<file path="src/rtl/sar_pkg.sv">
// Shared constants and types for the SAR result path.
// Result word width, default FIFO depth and pointer-width helper.
package sar_pkg;

  localparam int SAR_ADC_BITS = 10;
  localparam int SAR_DEPTH    = 4;
  localparam int SAR_CNT_BITS = 16;

  typedef logic [SAR_ADC_BITS-1:0] sar_word_t;

  // Pointer carries one wrap bit above the index bits.
  function automatic int sar_ptr_w(input int depth);
    return $clog2(depth) + 1;
  endfunction

  localparam int SAR_PTR_W = sar_ptr_w(SAR_DEPTH);

endpackage

</file>
<file path="src/rtl/sar_sync_fifo.sv">
// Generic synchronous FIFO with wrap-bit pointers.
// Head of queue is registered onto o_dout / o_valid.
module sar_sync_fifo
  import sar_pkg::*;
#(
  parameter int W     = SAR_ADC_BITS,
  parameter int DEPTH = SAR_DEPTH
) (
  input  logic         clk,
  input  logic         rst,
  input  logic         i_push,
  input  logic [W-1:0] i_din,
  input  logic         i_pop,
  output logic [W-1:0] o_dout,
  output logic         o_valid,
  output logic         o_full,
  output logic         o_empty
);

  localparam int PW = sar_ptr_w(DEPTH);
  localparam int AW = PW - 1;

  logic [W-1:0]  r_mem [DEPTH];
  logic [PW-1:0] r_wr;
  logic [PW-1:0] r_rd;
  logic [W-1:0]  r_dout;
  logic          r_valid;

  logic [PW-1:0] w_wr_n;
  logic [PW-1:0] w_rd_n;
  logic          w_push;
  logic          w_pop;
  logic          w_bypass;
  logic [W-1:0]  w_head_n;

  assign o_full  = (r_wr[AW] != r_rd[AW]) &&
                   (r_wr[AW-1:0] == r_rd[AW-1:0]);
  assign o_empty = (r_wr == r_rd);

  assign w_pop  = i_pop & ~o_empty;
  assign w_push = i_push & (~o_full | w_pop);
  assign w_wr_n = r_wr + PW'(w_push);
  assign w_rd_n = r_rd + PW'(w_pop);

  // The word being written this cycle may itself become the new head.
  assign w_bypass = w_push &&
                    (w_rd_n[AW-1:0] == r_wr[AW-1:0]);
  assign w_head_n = w_bypass ? i_din
                             : r_mem[w_rd_n[AW-1:0]];

  always_ff @(posedge clk) begin
    if (w_push && !rst)
      r_mem[r_wr[AW-1:0]] <= i_din;
  end

  always_ff @(posedge clk) begin
    if (rst) begin
      r_wr    <= '0;
      r_rd    <= '0;
      r_dout  <= '0;
      r_valid <= 1'b0;
    end else begin
      r_wr    <= w_wr_n;
      r_rd    <= w_rd_n;
      r_valid <= (w_wr_n != w_rd_n);
      if (w_wr_n != w_rd_n)
        r_dout <= w_head_n;
    end
  end

  assign o_dout  = r_dout;
  assign o_valid = r_valid;

endmodule

</file>
<file path="src/rtl/sar_result_fifo.sv">
// Captures finished SAR words on creset rising edge into a result FIFO.
// Optional 4-sample averaging before the FIFO: define SAR_AVG4_EN.
module sar_result_fifo
  import sar_pkg::*;
#(
  parameter int ADC_BITS = SAR_ADC_BITS,
  parameter int DEPTH    = SAR_DEPTH,
  parameter int CNT_BITS = SAR_CNT_BITS
) (
  input  logic                clk,
  input  logic                rst,
  input  logic [ADC_BITS-1:0] clc_in,
  input  logic                creset_in,
  output logic [ADC_BITS-1:0] dout,
  output logic                dout_valid,
  input  logic                dout_ready,
  output logic                overflow,
  input  logic                clr_ovf,
  output logic [CNT_BITS-1:0] conv_count
);

  logic                r_creset_d;
  logic                r_overflow;
  logic [CNT_BITS-1:0] r_conv_count;

  logic                w_cap;
  logic                w_req;
  logic [ADC_BITS-1:0] w_word;
  logic                w_full;
  logic                w_empty;
  logic                w_pop;
  logic                w_push;
  logic                w_drop;

  assign w_cap = creset_in & ~r_creset_d;

`ifdef SAR_AVG4_EN
  localparam int SW = ADC_BITS + 2;

  logic [SW-1:0] r_acc;
  logic [1:0]    r_phase;
  logic [SW-1:0] w_sum;

  assign w_sum  = r_acc + SW'(clc_in);
  assign w_req  = w_cap & (r_phase == 2'd3);
  assign w_word = w_sum[SW-1:2];

  // Accumulator clears on the 4th capture whether or not it is accepted.
  always_ff @(posedge clk) begin
    if (rst) begin
      r_acc   <= '0;
      r_phase <= '0;
    end else if (w_cap) begin
      r_phase <= r_phase + 2'd1;
      r_acc   <= w_req ? '0 : w_sum;
    end
  end
`else
  assign w_req  = w_cap;
  assign w_word = clc_in;
`endif

  assign w_pop  = dout_valid & dout_ready & ~w_empty;
  assign w_push = w_req & (~w_full | w_pop);
  assign w_drop = w_req & w_full & ~w_pop;

  sar_sync_fifo #(
    .W     (ADC_BITS),
    .DEPTH (DEPTH)
  ) u_fifo (
    .clk     (clk),
    .rst     (rst),
    .i_push  (w_push),
    .i_din   (w_word),
    .i_pop   (w_pop),
    .o_dout  (dout),
    .o_valid (dout_valid),
    .o_full  (w_full),
    .o_empty (w_empty)
  );

  // Edge register resets high so a level held through reset is ignored.
  always_ff @(posedge clk) begin
    if (rst) begin
      r_creset_d   <= 1'b1;
      r_overflow   <= 1'b0;
      r_conv_count <= '0;
    end else begin
      r_creset_d <= creset_in;
      if (w_drop)
        r_overflow <= 1'b1;
      else if (clr_ovf)
        r_overflow <= 1'b0;
      if (w_push)
        r_conv_count <= r_conv_count + CNT_BITS'(1);
    end
  end

  assign overflow   = r_overflow;
  assign conv_count = r_conv_count;

endmodule

</file>
<file path="config.mk">
export PLATFORM = sky130hd
export DESIGN_NAME = sar_result_fifo
export DESIGN_NICKNAME = d
export VERILOG_FILES = /design/src/rtl/sar_pkg.sv /design/src/rtl/sar_sync_fifo.sv /design/src/rtl/sar_result_fifo.sv
export SDC_FILE = /design/constraint.sdc
export NUM_CORES = 1
export LEC_CHECK = 0
export ABC_CLOCK_PERIOD_IN_PS = 3950
export CAP_MARGIN = 20
export CORE_MARGIN = 5
export CORE_UTILIZATION = 30
export CTS_BUF_LIST = sky130_fd_sc_hd__clkbuf_4
export DETAILED_ROUTE_END_ITERATION = 12
export PLACE_DENSITY = 0.58
export SYNTH_ARGS = -nofsm -noshare
export SYNTH_HDL_FRONTEND = slang
export SYNTH_HIERARCHICAL = 1
export SYNTH_SLANG_ARGS = --single-unit
export TNS_END_PERCENT = 100
</file>
<file path="constraint.sdc">
create_clock -name clk -period 3.95 [get_ports clk]
set_input_delay 0.79 -clock clk [delete_from_list [all_inputs] [get_ports clk]]
set_output_delay 0.79 -clock clk [all_outputs]
set_load 0.005 [all_outputs]
</file>
; ---- Word level (Yosys, flattened, before mapping)
; Memory sizes are Yosys's and may differ from the RTL's. A register that Yosys moved wholly into a read port is not among the register bits.
; Index checks and enable logic that the tools add are counted.
[totals]
register_bits = 25
ramBits = 40
in_bits = 15
output_inout_bits = 28
wordCells = 36
mem_count = 1
[mem_list]
columns = memory, words, width, read_ports, rd_ports_with_merged_regs, write_ports, line
row1 = u_fifo.r_mem, 4, 10, 1, 1, 1, sar_sync_fifo.sv:23  ; logic [W-1:0] r_mem [DEPTH];
[op_classes]
addsub = 3
eq_ne = 4
muxes = 4
n_bitwise = 14
reduce_logical = 4
[op_table]
columns = operator, n
row1 = $add 16x1->16 const B, 1
row2 = $and 1x1->1, 8
row3 = $add 3x1->3, 2
row4 = $mux 1, 4
row5 = $not 1->1, 4
row6 = $eq 3x3->1, 1
row7 = $ne 3x3->1, 1
row8 = $eq 2x2->1, 1
row9 = $logic_and 1x1->1, 2
row10 = $or 1x1->1, 2
row11 = $reduce_bool 2->1, 1
row12 = $logic_not 1->1, 1
row13 = $ne 1x1->1, 1

; ---- Logic depth before layout (Yosys ltp)
; Gate-level depths: netlist of run 1.
[depth]
word_depth = 9
ltp_mapped = 15
mapped_depth_nobuf = 14

; ---- Cells and area by module
; The synthesis of run 1 kept the hierarchy.
[modules_own_cells]
columns = module, n_inst, cells_per_inst, area_per_inst_um2, seq_area_each_um2
row1 = sar_sync_fifo, 1, 168, 2512.4, 1541.5
row2 = sar_result_fifo, 1, 98, 878.3, 360.3

; ---- Worst setup path after synthesis of run 1
; No wires, ideal clock.
[synth_timing]
kind = reg2reg
from = register u_fifo.r_wr[1]
to = register u_fifo.r_dout[0] (netlist: u_fifo/o_dout[0]) (read register of u_fifo.r_mem)
setup_ps = 120
arrival_time_ps = 3084
required_time_ps = 3830
path_slack_ps = 746
stages_incl_launch_ff = 16
n_path_buf = 1
synth_period_minus_slack_ps = 3204
path_cell_list = dfxtp_1 xor2_1 or2_2 nor2_1 nand3b_2 inv_1 nor4_2 nand2b_1 inv_1 ha_1 ha_1 xnor2_1 xor2_1 buf_2 nor4b_1 o31a_1
[synth_between]
elab_chain_cells = 8
word_cells_on_any_way = 14
classes_between = 2 x add/sub / 3 x eq/ne / 8 x bitwise / 1 x reduce/logical
[synth_lines]
columns = element, line
row1 = start: declaration, sar_sync_fifo.sv:24  ; logic [PW-1:0] r_wr;
row2 = start signal: assignment, sar_sync_fifo.sv:63  ; r_wr <= w_wr_n;
row3 = $eq 3x3->1 *, sar_sync_fifo.sv:38  ; assign o_empty = (r_wr == r_rd);
row4 = net w_empty, sar_result_fifo.sv:30  ; logic w_empty;
row5 = $not 1->1 *, sar_result_fifo.sv:63  ; assign w_pop = dout_valid & dout_ready & ~w_empty;
row6 = $and 1x1->1 *, sar_result_fifo.sv:63
row7 = net w_pop, sar_result_fifo.sv:31  ; logic w_pop;
row8 = $or 1x1->1 / $and 1x1->1 (equally long branches), "sar_result_fifo.sv:64, sar_sync_fifo.sv:40"
row9 = $and 1x1->1 / $or 1x1->1 (equally long branches), "sar_result_fifo.sv:64, sar_sync_fifo.sv:41"
row10 = $and 1x1->1, sar_sync_fifo.sv:41  ; assign w_push = i_push & (~o_full | w_pop);
row11 = $add 3x1->3, sar_sync_fifo.sv:42  ; assign w_wr_n = r_wr + PW'(w_push);
row12 = $ne 3x3->1, sar_sync_fifo.sv:66  ; if (w_wr_n != w_rd_n)
row13 = end: declaration, sar_sync_fifo.sv:26  ; logic [W-1:0] r_dout;
; Mark *: on every way through the listed nets, which the timed path passes. The rest lies on a longest branch.
; A chain may end at the register's enable or synchronous reset.

; ---- Worst setup path after layout of run 1
[layout_timing]
from = register u_fifo.r_wr[1]
to = register u_fifo.r_dout[8] (netlist: u_fifo/o_dout[8]) (read register of u_fifo.r_mem)
; Same word-level chain as after synthesis.

==> results.sh, run 1 <==
export IMPL_cts_made_buffers=9
export IMPL_coreArea_um2=10900
export IMPL_finalClockSkew_ns=0.0219
export IMPL_crit_slowest_cell="dfxtp_1"
export IMPL_met1_length_um=3600
export IMPL_leakagePower_nw=1.38
export IMPL_yosys_warnings=6
export IMPL_antenna_found_initial=0
export IMPL_vdd_ir_drop_max_mv=0.180
export IMPL_post_route_cell_area_um2=4240
export IMPL_syn_nets=286
export IMPL_grt_usage_pct=11.7
export IMPL_die_h_um=116
export IMPL_fmax_mhz=278
export IMPL_path_cells="xor2_1 > or2_2 > nor2_1 > nand3b_2 > inv_1 > nor4_4 > nand2b_1 > inv_1 > ha_1 > ha_1 > xnor2_1 > xor2_1 > buf_4 > nor4b_1 > o31a_1"
export IMPL_comb_power_share_pct=6.8
export IMPL_arrival_ns=3.92
export IMPL_clock_sinks=75
export IMPL_syn2layout_area_growth_pct=25.1
export IMPL_io_buffers=42
export IMPL_hold_class="flop to flop"
export IMPL_setup_viol=0
export IMPL_slew_violations=0
export IMPL_crit_type="flop to flop"
export IMPL_required_ns=4.27
export IMPL_stdcell_count=462
export IMPL_met2_length_um=3100
export IMPL_max_slew_margin_pct=53.9
export IMPL_maxCapViolCount=0
export IMPL_fillers=1086
export IMPL_ys_top_cells_by_area="edfxtp_1 (35%), dfxtp_1 (21%), mux4_2 (6.6%), o31a_1 (5.2%), xnor2_1 (3.6%)"
export IMPL_drt_first_iter_violations=142
export IMPL_vias=2289
export IMPL_synth_top_area_cell="edfxtp_1"
export IMPL_viasPerCell=4.95
export IMPL_start_util_pct=31.0
export IMPL_switching_power_mw=0.328
export IMPL_post_cts_setup_buffers=0
export IMPL_dr_wl_met3_um=451
export IMPL_drive_gt1_share_pct=17.1
export IMPL_dp_hpwl_um=4890
export IMPL_die_area_um2=13500
export IMPL_place_gp_congestion=0.708
export IMPL_synth_seq_cells=75
export IMPL_cts_resized=0
export IMPL_grt_pass1_vias=2291
export IMPL_p_int_mw=1.15
export IMPL_synth_top_area_share_pct=35.4
export IMPL_drc=0
export IMPL_grt_max_degree=33
export IMPL_setup_tns_final_ns=0
export IMPL_finalCritPeriodShare_pct=91.1
export IMPL_min_period_ns=3.60
export IMPL_crit_path_end_kind="flop"
export IMPL_wl_um=7240
export IMPL_clock_tree_root_cell="clkbuf_4"
export IMPL_finalHoldViolCount=0
export IMPL_critPathLaunchType="flop"
export IMPL_p_clk_share_pct=36.4
export IMPL_status="completed"
export IMPL_rsz0062_at_grt="false"
export IMPL_io_pin_count=43
export IMPL_p_seq_share_pct=56.9
export IMPL_grt_ovfl_total=0
export IMPL_swShare_pct=22.2
export IMPL_grt_pass1_wl_um=11900
export IMPL_path_clk_slew_ns=0.12
export IMPL_final_util_pct=38.8
export IMPL_clock_latency_ns=0.43
export IMPL_cts_hold_buf=0
export IMPL_synth_area_um2=3390
export IMPL_antenna_cells=0
export IMPL_postPlaceCellArea_um2=4080
export IMPL_crit_path_max_fanout=21
export IMPL_powerDensity_nw_per_um2=348
export IMPL_dp_cells=446
export IMPL_syn_avg_cell_area_um2=12.7
export IMPL_wire_per_inst_um=15.7
export IMPL_critPathMaxStageDelay_ns=0.58
export IMPL_nets=337
export IMPL_num_rows=38
export IMPL_worst_slew_pin_slew_ns=0.689
export IMPL_firstDrtPassIters=4
export IMPL_clock_path_buffers=2
export IMPL_cts_tree="yes"
export IMPL_synthDistinctLibCells=41
export IMPL_seq_area_frac_synth_pct=56.1
export IMPL_finalHoldWorstSlack_ns=0.482
export IMPL_dr_max_layer_used="met4"
export IMPL_die_width_um=116
export IMPL_cts_max_level=3
export IMPL_synth_cells=266
export IMPL_drtAntennaViolNets=0
==> cells by family after synthesis <==
| group | after synthesis | synth area share (%) |
|---|---|---|
| buf+inv | 23 | 2.95 |
| flops | 75 | 56.1 |
| xor+xnor | 17 | 4.39 |
| compound gates | 47 | 10.6 |
| fa+ha+maj | 5 | 1.85 |
| simple gates | 84 | 15.9 |
| mux | 15 | 8.27 |
==> metal layers <==
layer / vias to the layer above / global-route usage [%]
met5: - / 0
met3: 10 / 4.35
met4: 0 / 3.94
met2: 48 / 17.3
met1: 1119 / 15.8
li1: 1112 / -
==> cell usage in the layout, fill, tap and decap left out, types with 4 or more instances in the layout <==
cell type / netlist / layout
clkdlybuf4s50_1: 0 / 42
edfxtp_1: 40 / 40
dfxtp_1: 35 / 34
nor2_1: 21 / 21
o31a_1: 20 / 20
buf_4: 0 / 15
xnor2_1: 14 / 14
clkbuf_4: 0 / 10
nor4b_1: 12 / 10
mux4_2: 10 / 10
o21a_1: 10 / 10
nor3b_1: 10 / 10
nor2b_1: 9 / 9
a21oi_1: 7 / 7
inv_1: 6 / 6
nand2_1: 5 / 5
ha_1: 5 / 5
nand3_1: 4 / 4
mux2_2: 4 / 4
a211oi_1: 4 / 4
nand4_1: 4 / 4
==> Yosys cell counts <==
cell and count:
nor4_1 1, or3_4 1, o31ai_1 3, nand4_4 1
buf_6 1, nor2b_1 9, nor2_1 21, or3_1 1
mux2_2 4, nand2b_1 3, inv_1 6, and3_1 1
nor3b_1 10, nor3_1 1, o31a_1 20, a211oi_1 4
buf_2 5, xnor2_1 14, nor4_2 1, clkbuf_1 9
a21oi_1 7, xor2_1 3, nand3b_1 1, nand2_1 5
o21a_1 10, nor4b_1 12, or4_1 3, nand3_1 4
nand3b_2 1, nand4b_1 2, mux2i_1 1, or2_2 2
mux4_2 10, dfxtp_1 35, a2111oi_0 1, nand4_1 4
a21o_1 1, edfxtp_1 40, buf_1 2, ha_1 5
o21ai_0 1
==> layout make-up <==
cell class / count / area (um2) / area share [%]
Sequential cell: 75 / 1900 / 44.9
Multi-Input combinational cell: 168 / 1440 / 34.0
Timing Repair Buffer: 57 / 533 / 12.6
Tap cell: 140 / 175 / 4.13
Clock inverter: 6 / 88.8 / 2.10
Clock buffer: 10 / 75.1 / 1.77
Inverter: 6 / 22.5 / 0.531
==> worst paths after layout <==
kind	cells past startpoint	slack [ns]	endpoint	start
worst min register to register	2	0.48	overflow$_SDFFE_PP0P_	overflow$_SDFFE_PP0P_
worst max-delay path	15	0.35	u_fifo/o_dout[8]$_SDFFE_PP0P_	u_fifo/r_wr[1]$_SDFF_PP0_
worst min-delay path	2	0.48	overflow$_SDFFE_PP0P_	overflow$_SDFFE_PP0P_
worst max register to register	15	0.35	u_fifo/o_dout[8]$_SDFFE_PP0P_	u_fifo/r_wr[1]$_SDFF_PP0_
==> power groups by stage <==
stage	Combinational, mW	Sequential [mW]	Clock, mW
finish	0.100	0.840	0.538
global route	0.110	0.843	0.583
CTS	0.101	0.840	0.557
detailed placement	0.100	0.858	0
global placement	0.0985	0.858	0
floorplan	0.0487	0.855	0
==> sequential cells by signal, indices dropped and copies added (netlist names) <==
name	flops
u_fifo/r_mem	40
conv_count	16
u_fifo/o_valid	1
u_fifo/r_wr	3
u_fifo/r_rd	3
overflow	1
u_fifo/o_dout	10
r_creset_d	1
==> metrics by stage <==
| step | setup slack [ns] | power (mW) |
|---|---|---|
| after floorplan | 0.746 | 0.904 |
| after global placement | 0.391 | 0.956 |
| after detailed placement | 0.386 | 0.958 |
| after CTS | 0.330 | 1.50 |
| after global routing | 0.0340 | 1.54 |
| final | 0.351 | 1.48 |
==> worst max-delay path, delay by kind of cell (launching register included) <==
family,cells,cell delay [ns]
xor gates and xnor gates,3,0.57
AOI/OAI and AO/OA,1,0.32
DFF,1,0.58
and+or+nand+nor,6,1.23
adders and majority gates,2,0.35
buffers and inverters,3,0.42
Note: power is estimated with default switching activity, not from simulation.
==> run 2, diff against run 1 <==
--- a/config.mk
+++ b/config.mk
@@ -5,13 +5,13 @@
 export SDC_FILE = /design/constraint.sdc
 export NUM_CORES = 1
 export LEC_CHECK = 0
-export ABC_CLOCK_PERIOD_IN_PS = 3950
+export ABC_CLOCK_PERIOD_IN_PS = 3700
 export CAP_MARGIN = 20
 export CORE_MARGIN = 5
-export CORE_UTILIZATION = 30
+export CORE_UTILIZATION = 57
 export CTS_BUF_LIST = sky130_fd_sc_hd__clkbuf_4
 export DETAILED_ROUTE_END_ITERATION = 12
-export PLACE_DENSITY = 0.58
+export PLACE_DENSITY = 0.92
 export SYNTH_ARGS = -nofsm -noshare
 export SYNTH_HDL_FRONTEND = slang
 export SYNTH_HIERARCHICAL = 1
==> constraint.sdc (replaced) <==
create_clock -name clk -period 3.7 [get_ports clk]
set_input_delay 0.74 -clock clk [delete_from_list [all_inputs] [get_ports clk]]
set_output_delay 0.74 -clock clk [all_outputs]
set_load 0.005 [all_outputs]
==> results.sh, run 2 (synthesis gave the netlist of run 1 again) <==
export IMPL_max_slew_margin_pct=64.3
export IMPL_finalHoldWorstSlack_ns=0.489
export IMPL_finalClockSkew_ns=0.0172
export IMPL_grt_usage_pct=21.2
export IMPL_critPathMaxStageDelay_ns=0.54
export IMPL_setup_tns_final_ns=0
export IMPL_grt_pass1_wl_um=12200
export IMPL_drt_first_iter_violations=111
export IMPL_viasPerCell=5.94
export IMPL_fmax_mhz=291
export IMPL_cts_made_buffers=9
export IMPL_drtAntennaViolNets=0
export IMPL_hold_class="flop to flop"
export IMPL_worstSetupStartpoint="u_fifo/r_wr[0]$_SDFF_PP0_"
export IMPL_antenna_found_initial=0
export IMPL_clock_latency_ns=0.40
export IMPL_worst_slew_pin_slew_ns=0.534
export IMPL_fillers=401
export IMPL_vias=2359
export IMPL_cts_max_level=3
export IMPL_place_gp_congestion=0.804
export IMPL_cts_resized=0
export IMPL_path_clk_slew_ns=0.11
export IMPL_cp_num_buf_inv=3
export IMPL_wl_um=7220
export IMPL_cts_hold_buf=0
export IMPL_grt_ovfl_total=0
export IMPL_regToRegStartpoint="u_fifo/r_wr[0]$_SDFF_PP0_"
export IMPL_io_buffers=42
export IMPL_finalCritPeriodShare_pct=92.8
export IMPL_crit_path_end_kind="flop"
export IMPL_final_common_cell="clkdlybuf4s50_1"
export IMPL_clock_path_buffers=2
export IMPL_crit_type="flop to flop"
export IMPL_grt_pass1_vias=2474
export IMPL_status="completed"
export IMPL_clock_tree_root_cell="clkbuf_4"
export IMPL_rsz0062_at_grt="false"
export IMPL_largest_register_ffs=40
export IMPL_antenna_cells=0
export IMPL_path_cells="xor2_1 > or2_2 > nor2_1 > nand3b_2 > inv_1 > nor4_4 > nand2b_1 > inv_1 > ha_1 > ha_1 > xnor2_1 > xor2_1 > buf_4 > nor4b_1 > o31a_1"
export IMPL_finalHoldViolCount=0
export IMPL_powerDensity_nw_per_um2=378
export IMPL_crit_slowest_cell="dfxtp_1"
export IMPL_wire_per_inst_um=18.2
export IMPL_coreArea_um2=5850
export IMPL_drive_gt1_share_pct=16.8
export IMPL_start_util_pct=58.0
export IMPL_grt_max_degree=43
export IMPL_clock_sinks=75
export IMPL_nets=337
export IMPL_cts_tree="yes"
export IMPL_hp_start="overflow$_SDFFE_PP0P_"
export IMPL_crit_path_max_fanout=21
export IMPL_cp_num_cells=15
export IMPL_final_cell_mix="clkdlybuf4s50_1 (42), edfxtp_1 (40), dfxtp_1 (35)"
export IMPL_min_path_cells=2
export IMPL_die_width_um=87.1
export IMPL_r2r_slack_ns=0.27
export IMPL_die_h_um=87.1
export IMPL_vdd_ir_drop_max_mv=0.394
export IMPL_num_rows=28
export IMPL_final_util_pct=70.6
export IMPL_setup_viol=0
export IMPL_dp_hpwl_um=4790
export IMPL_leakagePower_nw=1.38
export IMPL_crit_family="simple AND/OR/NAND/NOR gates"
export IMPL_reg2regPathDepth=15
export IMPL_slew_violations=0
export IMPL_io_pin_count=43
export IMPL_maxCapViolCount=0
export IMPL_r2r_end="u_fifo/o_dout[8]$_SDFFE_PP0P_"
export IMPL_worstHoldEndpoint="overflow$_SDFFE_PP0P_"
export IMPL_die_area_um2=7590
export IMPL_firstDrtPassIters=4
export IMPL_min_period_ns=3.43
export IMPL_arrival_ns=3.72
export IMPL_drc=0
export IMPL_post_cts_setup_buffers=0
export IMPL_syn2layout_area_growth_pct=21.7
export IMPL_required_ns=3.99
export IMPL_critPathLaunchType="flop"
[run 2: cell type report]
type	count	area, um2	share of cell area (%)
Sequential cell	75	1900	46.1
Multi-Input combinational cell	168	1420	34.3
Timing Repair Buffer	57	533	12.9
Tap cell	75	93.8	2.27
Clock buffer	11	82.6	2.00
Clock inverter	5	77.6	1.88
Inverter	6	22.5	0.546
[run 2: tightest hold or removal path, stage by stage (launching register included)]
cell	delay, ns
dfxtp_1	0.32
nand2b_1	0.07
a21oi_1	0.05
[run 2: power by group]
part | internal (mW) | switching, mW
registers | 0.886 | 0.0101
logic | 0.0563 | 0.0481
clock network | 0.288 | 0.273
[run 2: worst max path at each step]
| stage | endpoint | slack [ns] |
|---|---|---|
| floorplan | u_fifo/o_dout[0]$_SDFFE_PP0P_ | 0.50 |
| global placement | u_fifo/o_dout[1]$_SDFFE_PP0P_ | 0.40 |
| detailed placement | u_fifo/o_dout[9]$_SDFFE_PP0P_ | 0.29 |
| CTS | u_fifo/o_dout[0]$_SDFFE_PP0P_ | 0.27 |
| global route | u_fifo/o_dout[8]$_SDFFE_PP0P_ | 0.02 |
| finish | u_fifo/o_dout[8]$_SDFFE_PP0P_ | 0.27 |
[run 2: metrics by stage]
step,std cells,area (um2),setup WS (ns),power (mW)
final,397,4130,0.268,1.56
after global routing,397,4130,0.0170,1.62
after CTS,397,4130,0.273,1.57
after detailed placement,381,3970,0.289,1.02
after global placement,381,3970,0.399,1.01
after floorplan,266,3390,0.496,0.965
[run 2: metal layers]
metal	share of wire (%)	GRT usage [%]	routed length, um	vias up
met1	42	26.8	3040	1151
li1	-	-	-	1115
met3	7.1	5.39	514	12
met2	49	35.1	3500	81
met5	0	0	0	-
met4	2.3	7.81	165	0
==> run 3, diff against run 2 <==
--- a/config.mk
+++ b/config.mk
@@ -8,10 +8,11 @@
 export ABC_CLOCK_PERIOD_IN_PS = 3700
 export CAP_MARGIN = 20
 export CORE_MARGIN = 5
-export CORE_UTILIZATION = 57
+export CORE_UTILIZATION = 65
 export CTS_BUF_LIST = sky130_fd_sc_hd__clkbuf_4
 export DETAILED_ROUTE_END_ITERATION = 12
-export PLACE_DENSITY = 0.92
+export DONT_BUFFER_PORTS = 1
+export PLACE_DENSITY = 0.91
 export SYNTH_ARGS = -nofsm -noshare
 export SYNTH_HDL_FRONTEND = slang
 export SYNTH_HIERARCHICAL = 1
==> results.sh, run 3 (synthesis gave the netlist of run 1 again) <==
export IMPL_fmax_mhz=286
export IMPL_p_int_mw=1.07
export IMPL_setup_viol=0
export IMPL_grt_pass1_vias=2175
export IMPL_switching_power_mw=0.307
export IMPL_setup_ws_ns=0.208
export IMPL_final_util_pct=72.1
export IMPL_comb_power_share_pct=4.4
export IMPL_die_area_um2=6760
export IMPL_place_gp_congestion=0.804
export IMPL_drive_gt1_share_pct=19.4
export IMPL_cts_made_buffers=9
export IMPL_clock_tree_root_cell="clkbuf_4"
export IMPL_postPlaceCellArea_um2=3530
export IMPL_p_clk_share_pct=30.6
export IMPL_vias=2160
export IMPL_path_cells="xor2_1 > or2_2 > nor2_1 > nand3b_2 > inv_1 > nor4_4 > nand2b_2 > inv_1 > ha_1 > ha_1 > xnor2_1 > xor2_1 > buf_4 > nor4b_1 > o31a_1"
export IMPL_status="completed"
export IMPL_finalCritPeriodShare_pct=94.4
export IMPL_critPathMaxStageDelay_ns=0.34
export IMPL_firstDrtPassIters=4
export IMPL_powerDensity_nw_per_um2=377
export IMPL_wl_um=6670
export IMPL_final_common_cell="edfxtp_1"
export IMPL_maxCapViolCount=0
export IMPL_crit_path_end_kind="flop"
export IMPL_dp_hpwl_um=4440
export IMPL_drt_first_iter_violations=94
export IMPL_clock_path_buffers=2
export IMPL_fillers=358
export IMPL_nets=294
export IMPL_crit_path_max_fanout=13
export IMPL_io_buffers=0
export IMPL_path_clk_slew_ns=0.12
export IMPL_cp_num_buf_inv=3
export IMPL_post_cts_setup_buffers=0
export IMPL_dp_cells=333
export IMPL_cts_tree="yes"
export IMPL_critPathLaunchType="flop"
export IMPL_num_rows=26
export IMPL_leakagePower_nw=1.20
export IMPL_grt_pass1_wl_um=10400
export IMPL_largest_register_ffs=40
export IMPL_hold_class="input pin to flop"
export IMPL_grt_usage_pct=21.1
export IMPL_arrival_ns=3.78
export IMPL_required_ns=3.99
export IMPL_clock_sinks=75
export IMPL_antenna_cells=0
export IMPL_vdd_ir_drop_max_mv=0.309
export IMPL_grt_ovfl_total=0
export IMPL_drc=0
export IMPL_worst_slew_pin_slew_ns=0.503
export IMPL_crit_type="flop to flop"
export IMPL_start_util_pct=66.8
export IMPL_cts_hold_buf=0
export IMPL_crit_family="simple AND/OR/NAND/NOR gates"
export IMPL_viasPerCell=6.19
export IMPL_drtAntennaViolNets=0
export IMPL_antenna_found_initial=0
export IMPL_stdcell_count=349
export IMPL_max_slew_margin_pct=65.6
export IMPL_dpl_worst_slack_ns=0.0344
export IMPL_finalHoldViolCount=0
export IMPL_io_pin_count=43
export IMPL_finalClockSkew_ns=0.0127
export IMPL_wire_per_inst_um=19.1
export IMPL_min_period_ns=3.49
export IMPL_die_h_um=82.2
export IMPL_finalHoldWorstSlack_ns=0.398
export IMPL_cts_max_level=3
export IMPL_coreArea_um2=5070
export IMPL_p_seq_share_pct=65.0
export IMPL_slew_violations=0
export IMPL_syn2layout_area_growth_pct=7.93
export IMPL_clock_latency_ns=0.40
export IMPL_swShare_pct=22.3
export IMPL_crit_slowest_cell="dfxtp_1"
export IMPL_die_width_um=82.2
export IMPL_final_cell_mix="edfxtp_1 (40), dfxtp_1 (35), nor2_1 (21)"
export IMPL_grt_max_degree=44
export IMPL_post_route_cell_area_um2=3660
## run 3: path summary, 6_finish.rpt
kind / from / to / slack [ns] / depth (start not counted)
worst max-delay path: u_fifo/r_wr[1]$_SDFF_PP0_ / u_fifo/o_dout[3]$_SDFFE_PP0P_ / 0.21 / 15
worst min-delay path: rst / conv_count[14]$_SDFFE_PP0P_ / 0.40 / 1
worst max register to register: u_fifo/r_wr[1]$_SDFF_PP0_ / u_fifo/o_dout[3]$_SDFFE_PP0P_ / 0.21 / 15
worst min register to register: overflow$_SDFFE_PP0P_ / overflow$_SDFFE_PP0P_ / 0.50 / 2
## run 3: final cells by class
| type | instances | area (um2) | area share (%) |
|---|---|---|---|
| Sequential cell | 75 | 1900 | 52.0 |
| Multi-Input combinational cell | 168 | 1430 | 39.2 |
| Timing Repair Buffer | 14 | 105 | 2.87 |
| Clock buffer | 12 | 90.1 | 2.46 |
| Tap cell | 70 | 87.6 | 2.39 |
| Inverter | 6 | 22.5 | 0.615 |
| Clock inverter | 4 | 18.8 | 0.513 |
## run 3: routing by layer
layer | GRT usage, % | wire [um]
met1 | 23.7 | 2620
met2 | 36.1 | 3380
met3 | 7.59 | 574
met5 | 0 | 0
met4 | 9.14 | 100
## run 3: worst reg2reg max path, stage by stage (launching register included)
cell,delay [ns]
dfxtp_1,0.34
xor2_1,0.19
or2_2,0.32
nor2_1,0.13
nand3b_2,0.23
inv_1,0.12
nor4_4,0.30
nand2b_2,0.24
inv_1,0.06
ha_1,0.17
ha_1,0.20
xnor2_1,0.21
xor2_1,0.24
buf_4,0.24
nor4b_1,0.08
o31a_1,0.31
## run 3: what timing repair did
action	CTS	global route
endpoints found under the setup margin	1	8
cloned	0	0
resized for setup	1	3
## run 3: power by group through the flow
| stage | registers, mW | clock network [mW] | logic, mW |
|---|---|---|---|
| after floorplan | 0.913 | 0 | 0.0520 |
| after global placement | 0.915 | 0 | 0.0565 |
| after detailed placement | 0.916 | 0 | 0.0585 |
| after CTS | 0.897 | 0.429 | 0.0594 |
| after global routing | 0.898 | 0.473 | 0.0660 |
| final | 0.896 | 0.422 | 0.0603 |
## run 3: stage by stage
step	total power [mW]	TNS, ns
floorplan	0.965	0
global placement	0.971	0
detailed placement	0.974	0
CTS	1.38	0
global route	1.44	-0.114
finish	1.38	0
